--- src/rtl/shake_pkg.sv ---
// Shared SHAKE constants, absorb state encoding and padding bytes.
package shake_pkg;

  localparam int SHAKE_W         = 64;
  localparam int RATE_WORDS_128  = 21;
  localparam int RATE_WORDS_256  = 17;

  localparam logic [7:0] SHAKE_DS_PAD    = 8'h1F;
  localparam logic [7:0] SHAKE_FINAL_PAD = 8'h80;

  typedef enum logic [1:0] {
    FILL,
    PAD,
    FULL
  } absorb_state_t;

endpackage

--- src/rtl/absorb_fsm_if.sv ---
// Input stream and block handshake bundle for absorb_fsm.
// slave is the loader's view, master is the environment's view.
interface absorb_fsm_if
  import shake_pkg::*;
#(
  parameter int W          = SHAKE_W,
  parameter int RATE_WORDS = RATE_WORDS_128
);

  localparam int KW = $clog2(W / 8) + 1;

  logic [W-1:0]            data_in;
  logic                    valid_in;
  logic                    ready_out;
  logic                    last_in;
  logic [KW-1:0]           last_bytes_in;
  logic [RATE_WORDS*W-1:0] block_out;
  logic                    block_valid;
  logic                    block_ack;
  logic                    last_block_out;

  modport slave (
    input  data_in, valid_in, last_in, last_bytes_in, block_ack,
    output ready_out, block_out, block_valid, last_block_out
  );

  modport master (
    output data_in, valid_in, last_in, last_bytes_in, block_ack,
    input  ready_out, block_out, block_valid, last_block_out
  );

endinterface

--- src/rtl/absorb_buffer.sv ---
// Rate-block register array: one indexed write port, flat full-block read.
module absorb_buffer #(
  parameter int W          = 64,
  parameter int RATE_WORDS = 21
) (
  input  logic                                       clk,
  input  logic                                       rst_n,
  input  logic                                       we,
  input  logic [((RATE_WORDS > 1) ? $clog2(RATE_WORDS) : 1)-1:0] idx,
  input  logic [W-1:0]                               wdata,
  output logic [RATE_WORDS*W-1:0]                    block_out
);

  localparam int IDX_W = (RATE_WORDS > 1) ? $clog2(RATE_WORDS) : 1;

  logic [W-1:0] mem [RATE_WORDS];

  // Word storage; an out-of-range index simply matches no entry
  always_ff @(posedge clk or negedge rst_n) begin
    if (!rst_n) begin
      mem <= '{default: '0};
    end else if (we) begin
      for (int unsigned i = 0; i < RATE_WORDS; i++) begin
        if (idx == IDX_W'(i)) mem[i] <= wdata;
      end
    end
  end

  // Flatten the array, word i at bits [i*W +: W]
  always_comb begin
    block_out = '0;
    for (int unsigned i = 0; i < RATE_WORDS; i++) begin
      block_out[i*W +: W] = mem[i];
    end
  end

endmodule

--- src/rtl/absorb_fsm.sv ---
// SHAKE input loader: packs stream words into a rate block, pads the
// final block and hands it to the permutation over valid/ack.
// Build option ABSORB_PAD_EN: when defined, SHAKE padding (0x1F ... 0x80)
// is inserted here; when undefined the caller supplies padded data.
module absorb_fsm
  import shake_pkg::*;
#(
  parameter int W          = SHAKE_W,
  parameter int RATE_WORDS = RATE_WORDS_128
) (
  input  logic        clk,
  input  logic        rst_n,
  absorb_fsm_if.slave bus
);

  localparam int NB    = W / 8;
  localparam int CNT_W = (RATE_WORDS > 1) ? $clog2(RATE_WORDS) : 1;
  localparam logic [CNT_W-1:0] LAST_IDX = CNT_W'(RATE_WORDS - 1);

  absorb_state_t           state;
  logic [CNT_W-1:0]        cnt;
  logic                    block_valid_q;
  logic                    last_block_q;
  logic                    accept;
  logic                    at_last;
  logic                    buf_we;
  logic [W-1:0]            buf_wdata;
  logic [W-1:0]            last_word;
  logic [W-1:0]            pad_word;
  logic [RATE_WORDS*W-1:0] block_q;

`ifdef ABSORB_PAD_EN
  logic                    pad_done;
  logic                    pad_owed;
  int unsigned             last_k;
`else
  logic                    unused_last_bytes;
  assign unused_last_bytes = ^bus.last_bytes_in;
`endif

  assign bus.ready_out      = (state == FILL);
  assign bus.block_valid    = block_valid_q;
  assign bus.last_block_out = last_block_q;
  assign bus.block_out      = block_q;

  // Accept strobe and final-slot decode
  always_comb begin
    accept  = bus.valid_in && (state == FILL);
    at_last = (cnt == LAST_IDX);
  end

  // Final message word: truncate to k bytes and insert padding bytes
  always_comb begin
    last_word = bus.data_in;
`ifdef ABSORB_PAD_EN
    last_k = 32'(bus.last_bytes_in);
    for (int unsigned b = 0; b < NB; b++) begin
      if (b >= last_k) last_word[b*8 +: 8] = 8'h00;
      if (b == last_k) last_word[b*8 +: 8] = last_word[b*8 +: 8] | SHAKE_DS_PAD;
    end
    if (at_last && (last_k < NB))
      last_word[W-1 -: 8] = last_word[W-1 -: 8] | SHAKE_FINAL_PAD;
`endif
  end

  // Generated padding word for the PAD state
  always_comb begin
    pad_word = '0;
`ifdef ABSORB_PAD_EN
    if (!pad_done) pad_word[7:0] = SHAKE_DS_PAD;
    if (at_last) pad_word[W-1 -: 8] = pad_word[W-1 -: 8] | SHAKE_FINAL_PAD;
`endif
  end

  // Buffer write port: accepted word in FILL, generated word in PAD
  always_comb begin
    buf_we    = 1'b0;
    buf_wdata = '0;
    case (state)
      FILL: begin
        if (accept) begin
          buf_we    = 1'b1;
          buf_wdata = bus.last_in ? last_word : bus.data_in;
        end
      end
      PAD: begin
        buf_we    = 1'b1;
        buf_wdata = pad_word;
      end
      default: ;
    endcase
  end

  // Control FSM: state, word counter, padding flags, registered outputs
  always_ff @(posedge clk or negedge rst_n) begin
    if (!rst_n) begin
      state         <= FILL;
      cnt           <= '0;
      block_valid_q <= 1'b0;
      last_block_q  <= 1'b0;
`ifdef ABSORB_PAD_EN
      pad_done      <= 1'b0;
      pad_owed      <= 1'b0;
`endif
    end else begin
      case (state)
        FILL: begin
          if (accept) begin
            cnt <= cnt + CNT_W'(1);
            if (bus.last_in) begin
`ifdef ABSORB_PAD_EN
              if (last_k < NB) pad_done <= 1'b1;
              // A full last word in the final slot leaves no room for the
              // pad bytes, so a separate all-padding block is owed.
              if (at_last) begin
                state         <= FULL;
                block_valid_q <= 1'b1;
                last_block_q  <= (last_k < NB);
                pad_owed      <= (last_k >= NB);
              end else begin
                state <= PAD;
              end
`else
              if (at_last) begin
                state         <= FULL;
                block_valid_q <= 1'b1;
                last_block_q  <= 1'b1;
              end else begin
                state <= PAD;
              end
`endif
            end else if (at_last) begin
              state         <= FULL;
              block_valid_q <= 1'b1;
              last_block_q  <= 1'b0;
            end
          end
        end
        PAD: begin
          cnt <= cnt + CNT_W'(1);
`ifdef ABSORB_PAD_EN
          pad_done <= 1'b1;
`endif
          if (at_last) begin
            state         <= FULL;
            block_valid_q <= 1'b1;
            last_block_q  <= 1'b1;
          end
        end
        FULL: begin
          if (bus.block_ack) begin
            cnt           <= '0;
            block_valid_q <= 1'b0;
            last_block_q  <= 1'b0;
`ifdef ABSORB_PAD_EN
            pad_done      <= 1'b0;
            if (pad_owed) begin
              pad_owed <= 1'b0;
              state    <= PAD;
            end else begin
              state <= FILL;
            end
`else
            state <= FILL;
`endif
          end
        end
        default: state <= FILL;
      endcase
    end
  end

  absorb_buffer #(
    .W          (W),
    .RATE_WORDS (RATE_WORDS)
  ) u_buffer (
    .clk       (clk),
    .rst_n     (rst_n),
    .we        (buf_we),
    .idx       (cnt),
    .wdata     (buf_wdata),
    .block_out (block_q)
  );

endmodule

--- src/flat_wrapper.sv ---
// flat-port wrapper written by rule: the top's interface ports become plain ports
module absorb_fsm_flat import shake_pkg::*;
#(
  parameter int W          = SHAKE_W,
  parameter int RATE_WORDS = RATE_WORDS_128
)
  (clk, rst_n, bus_data_in, bus_valid_in, bus_last_in, bus_last_bytes_in, bus_block_ack, bus_ready_out, bus_block_out, bus_block_valid, bus_last_block_out);
  absorb_fsm_if #(.W(W), .RATE_WORDS(RATE_WORDS)) bus_i ();
  input  logic clk;
  input  logic rst_n;
  input wire logic [$bits(bus_i.data_in)-1:0] bus_data_in;
  input wire logic [$bits(bus_i.valid_in)-1:0] bus_valid_in;
  input wire logic [$bits(bus_i.last_in)-1:0] bus_last_in;
  input wire logic [$bits(bus_i.last_bytes_in)-1:0] bus_last_bytes_in;
  input wire logic [$bits(bus_i.block_ack)-1:0] bus_block_ack;
  output wire logic [$bits(bus_i.ready_out)-1:0] bus_ready_out;
  output wire logic [$bits(bus_i.block_out)-1:0] bus_block_out;
  output wire logic [$bits(bus_i.block_valid)-1:0] bus_block_valid;
  output wire logic [$bits(bus_i.last_block_out)-1:0] bus_last_block_out;
  assign bus_i.data_in = bus_data_in;
  assign bus_i.valid_in = bus_valid_in;
  assign bus_i.last_in = bus_last_in;
  assign bus_i.last_bytes_in = bus_last_bytes_in;
  assign bus_i.block_ack = bus_block_ack;
  assign bus_ready_out = bus_i.ready_out;
  assign bus_block_out = bus_i.block_out;
  assign bus_block_valid = bus_i.block_valid;
  assign bus_last_block_out = bus_i.last_block_out;
  absorb_fsm #(.W(W), .RATE_WORDS(RATE_WORDS)) u_core (.clk(clk), .rst_n(rst_n), .bus(bus_i));
endmodule
--- config.mk ---
export PLATFORM = sky130hd
export DESIGN_NAME = absorb_fsm_flat
export DESIGN_NICKNAME = d
export VERILOG_FILES = /design/src/rtl/shake_pkg.sv /design/src/rtl/absorb_fsm_if.sv /design/src/rtl/absorb_buffer.sv /design/src/rtl/absorb_fsm.sv /design/src/flat_wrapper.sv
export SDC_FILE = /design/constraint.sdc
export NUM_CORES = 2
export LEC_CHECK = 0
export ABC_AREA = 1
export ABC_CLOCK_PERIOD_IN_PS = 2670
export CAP_MARGIN = 20
export CELL_PAD_IN_SITES_DETAIL_PLACEMENT = 1
export CELL_PAD_IN_SITES_GLOBAL_PLACEMENT = 1
export CORE_AREA = 2 2 546 548
export CTS_BUF_LIST = sky130_fd_sc_hd__clkbuf_16
export DETAILED_ROUTE_END_ITERATION = 16
export DIE_AREA = 0 0 548 550
export PLACE_DENSITY_LB_ADDON = 0.12
export SETUP_SLACK_MARGIN = 0.05
export SKIP_LAST_GASP = 1
export SLEW_MARGIN = 20
export SYNTH_ARGS = -nofsm -noshare
export SYNTH_HDL_FRONTEND = slang
export SYNTH_SLANG_ARGS = --single-unit
--- constraint.sdc ---
create_clock -name clk -period 2.67 [get_ports clk]
set_input_delay 0.267 -clock clk [delete_from_list [all_inputs] [get_ports clk]]
set_output_delay 0.267 -clock clk [all_outputs]
set_load 0.1 [all_outputs]
==> summary.txt <==
CTS
  • CTS clk-pin slew, worst paths: 0.06 ns
  • Worst-Skew Late Latency: 0.85 ns
  • Root Buffer: clkbuf_16
  • H-tree lvl count: 4
  • Total CTS buffers: 178
  • CTS tree: yes
  • Clock Sinks: ~1400
  • Bufs on Longest Clock Path: 4

Place
  • Dpl ws: 0.115 ns
  • Count of input and output buffers: 1415
  • DP HPWL: 189 mm
  • GPL Wtd Cong: 0.767

Critical path
  • Reg2reg start: u_core.state[0]
  • CP max stage delay: ~0.39 ns
  • Crit path kind: flop to flop
  • CP Max Fanout: 26
  • Critical Path Sink: u_core.u_buffer.block_out[122]
  • Critical path launch point: u_core.state[0]
  • R2R Setup Slk: approximately 0.27 ns
  • CP delay by family, top: simple AND/OR/NAND/NOR gates
  • CP max stage cell: dfrtp_1
  • Startpoint types: flop
  • Worst flop-to-flop path endpoint: u_core.u_buffer.block_out[122]
  • CP required: between 3 and 4 ns
  • Reg2reg path depth: 10
  • Critical path, cell by cell: inv_1 > ha_2 > nand2_4 > nand2_4 > nand2_1 > nor2_4 > buf_12 > buf_4 > nor2_1 > a21oi_1
  • Crit path depth: 10
  • Worst path buffer plus inverter count: 3
  • Crit path arrival time: 3.14 ns
  • CP Capture Type: flop
  • Most frequent CP cell: nand2_4

STA
  • Crit path time final: ~2.4 ns
  • Sum of negative setup slack: 0 ns
  • Max Clock Freq: 417 MHz
  • Actual slew at the worst max-slew pin: 0.973 ns
  • Tcrit/Tclk final: 89.9%
  • Final Max Slew Viols: 0
  • Post-route worst setup slack: between 0.2 and 0.3 ns
  • RSZ-0062 raised after global routing: no
  • Worst rel slew slack: 35.1%
  • Final Hold Fails: 0
  • Final setup vio count: 0
  • Clk_skew: 0.0422 ns

Cells and area
  • Fin util: 24.6%
  • Footprint of the multi-input gates: 0.0137 sq mm
  • Layout cell share with drive strength beyond 1: 29.2%
  • # nets final: between 6000 and 7000
  • Register area: 0.0339 sq mm
  • FILL cells: 33600
  • Area growth, synth to finish: 44.6%

Routing
  • Wire per inst: 25.9 microns
  • Drt total wl: between 200 and 300 mm
  • Detailed Routing Iterations Pass 1: 5
  • Vias per cell: between 3 and 4
  • DR vias: 40300
  • Drt drc: 0
  • Initial DRC Count: 2182
  • Post-DRT Antenna Nets: 0

Min path
  • Worst Hold Class: input port to async pin

Logic synthesis
  • Yosys reg bits: between 1000 and 1500
  • Synth warn: 0
  • Cells after Synth: 4788
  • Netlist cell types: 20
  • Register area share after synthesis: 67.5%
  • Syn Nets: between 4000 and 5000
  • Mean Syn Cell Area: 10.5 sq um
  • Syn Std Cell Area: 0.0502 sq mm

Global route
  • Antenna violations before repair: 58
  • Largest net degree at the start of global routing: between 100 and 150
  • Gr ovfl total: 0
  • Vias in the first global route: 42000
  • Overall routing resource usage: approximately 17%
  • Global-route wire length before repair: 362 mm

Floorplan
  • Die area: 0.301 sq mm
  • Top-Level Pins: approximately 1400
  • Die Y-Extent: 550 microns
  • Core area: 0.296 sq mm
  • Die extent in x: 548 microns
  • Initial Utilization: 17.0%
  • Core Rows: 200

Run status
  • Status: finished, final reports clean

Flow run
  • MaxCap Viol Count: 0
how the worst min path moves through the flow:
stage	to	startpoint	cells past startpoint	slack [ns]
6_report	u_core.u_buffer.block_out[293]	rst_n	2	0.03
5_1_grt	u_core.u_buffer.block_out[293]	rst_n	2	0.03
4_1_cts	u_core.u_buffer.block_out[293]	rst_n	2	0.04
3_5_place_dp	u_core.u_buffer.block_out[293]	rst_n	1	0.30
3_3_place_gp	u_core.u_buffer.block_out[293]	rst_n	1	0.30
2_1_floorplan	u_core.bus.block_valid	rst_n	0	-0.03
Yosys cell counts, drive strengths merged:
master  instances  share of area, %
buf           340               3.7
clkbuf         97              0.73
nand4           4             0.050
a21oi         579               5.8
nand2         738               5.5
ha              8              0.20
o21a          384               5.7
o21ai         454               4.5
nand3b          1             0.015
nor2          672               5.0
inv           150               1.1
dfrtp        1353                67
nand3           8             0.080
cell usage in the layout (no fill, tap or decap), drive strengths merged:
master         count
o21ai            454
a21oi            579
nand4              4
bufinv             7
buf             1584
nand3b             1
nand2            738
inv              209
nor2             672
clkbuf           181
o21a             384
ha                 8
dlygate4sd3        1
dfrtp           1353
nand3              8
clkdlybuf4s50     67
diode              9
clkinvlp           1
clkinv            59
repair_timing:
item / CTS / global route
setup buffers: 0 / 2
hold buffers: 1 / 0
resized for setup: 0 / 3
setup endpoints to repair: 0 / 312
endpoints found under the hold margin: 393 / 0
worst register-to-register path: cells and delay by family (launching register included):
family,cells,cell delay [ns]
DFF,1,0.39
buffers and inverters,3,0.60
and+or+nand+nor,5,0.89
adders and majority gates,1,0.29
AOI/OAI and AO/OA,1,0.13
kinds of logic after synthesis:
logic type,after synthesis,synth area share (%)
compound gates,1417,16.0
flops,1353,67.5
fa+ha+maj,8,0.199
buf+inv,587,5.57
simple gates,1423,10.7
through the flow:
stage | std cells | area [sq um] | hold WS (ns)
4_1_cts | 10200 | 72500 | 0.0379
3_5_place_dp | 9939 | 67200 | 0.304
5_1_grt | 10300 | 72500 | 0.0314
6_report | 10300 | 72600 | 0.0260
2_1_floorplan | 4788 | 50200 | -0.0286
3_3_place_gp | 9939 | 67200 | 0.305
metal layers:
layer | vias up | GRT usage, % | wire (microns)
li1 | 18400 | - | -
met5 | - | 0 | 218
met4 | 34 | 4.04 | 6530
met2 | 1310 | 27.6 | 121000
met3 | 318 | 7.03 | 26200
met1 | 20200 | 21.2 | 111000
flip-flops by register name (all words and copies together) (netlist names):
signal / cells
u_core.bus.last_block_out: 1
u_core.u_buffer.block_out: 1344
u_core.cnt: 5
u_core.state: 2
u_core.bus.block_valid: 1
layout make-up:
class	count	area share, %
flip-flops and latches	1353	46.7
clock buffers	181	6.24
well taps	3939	6.79
clock inverters	126	1.09
diodes	9	0.0310
inverters	150	0.781
repair buffers	1652	19.6
multi-input cells	2848	18.9
Power is not shown: default switching activity piles up to over one toggle a cycle in this logic, so the estimate is an artifact.
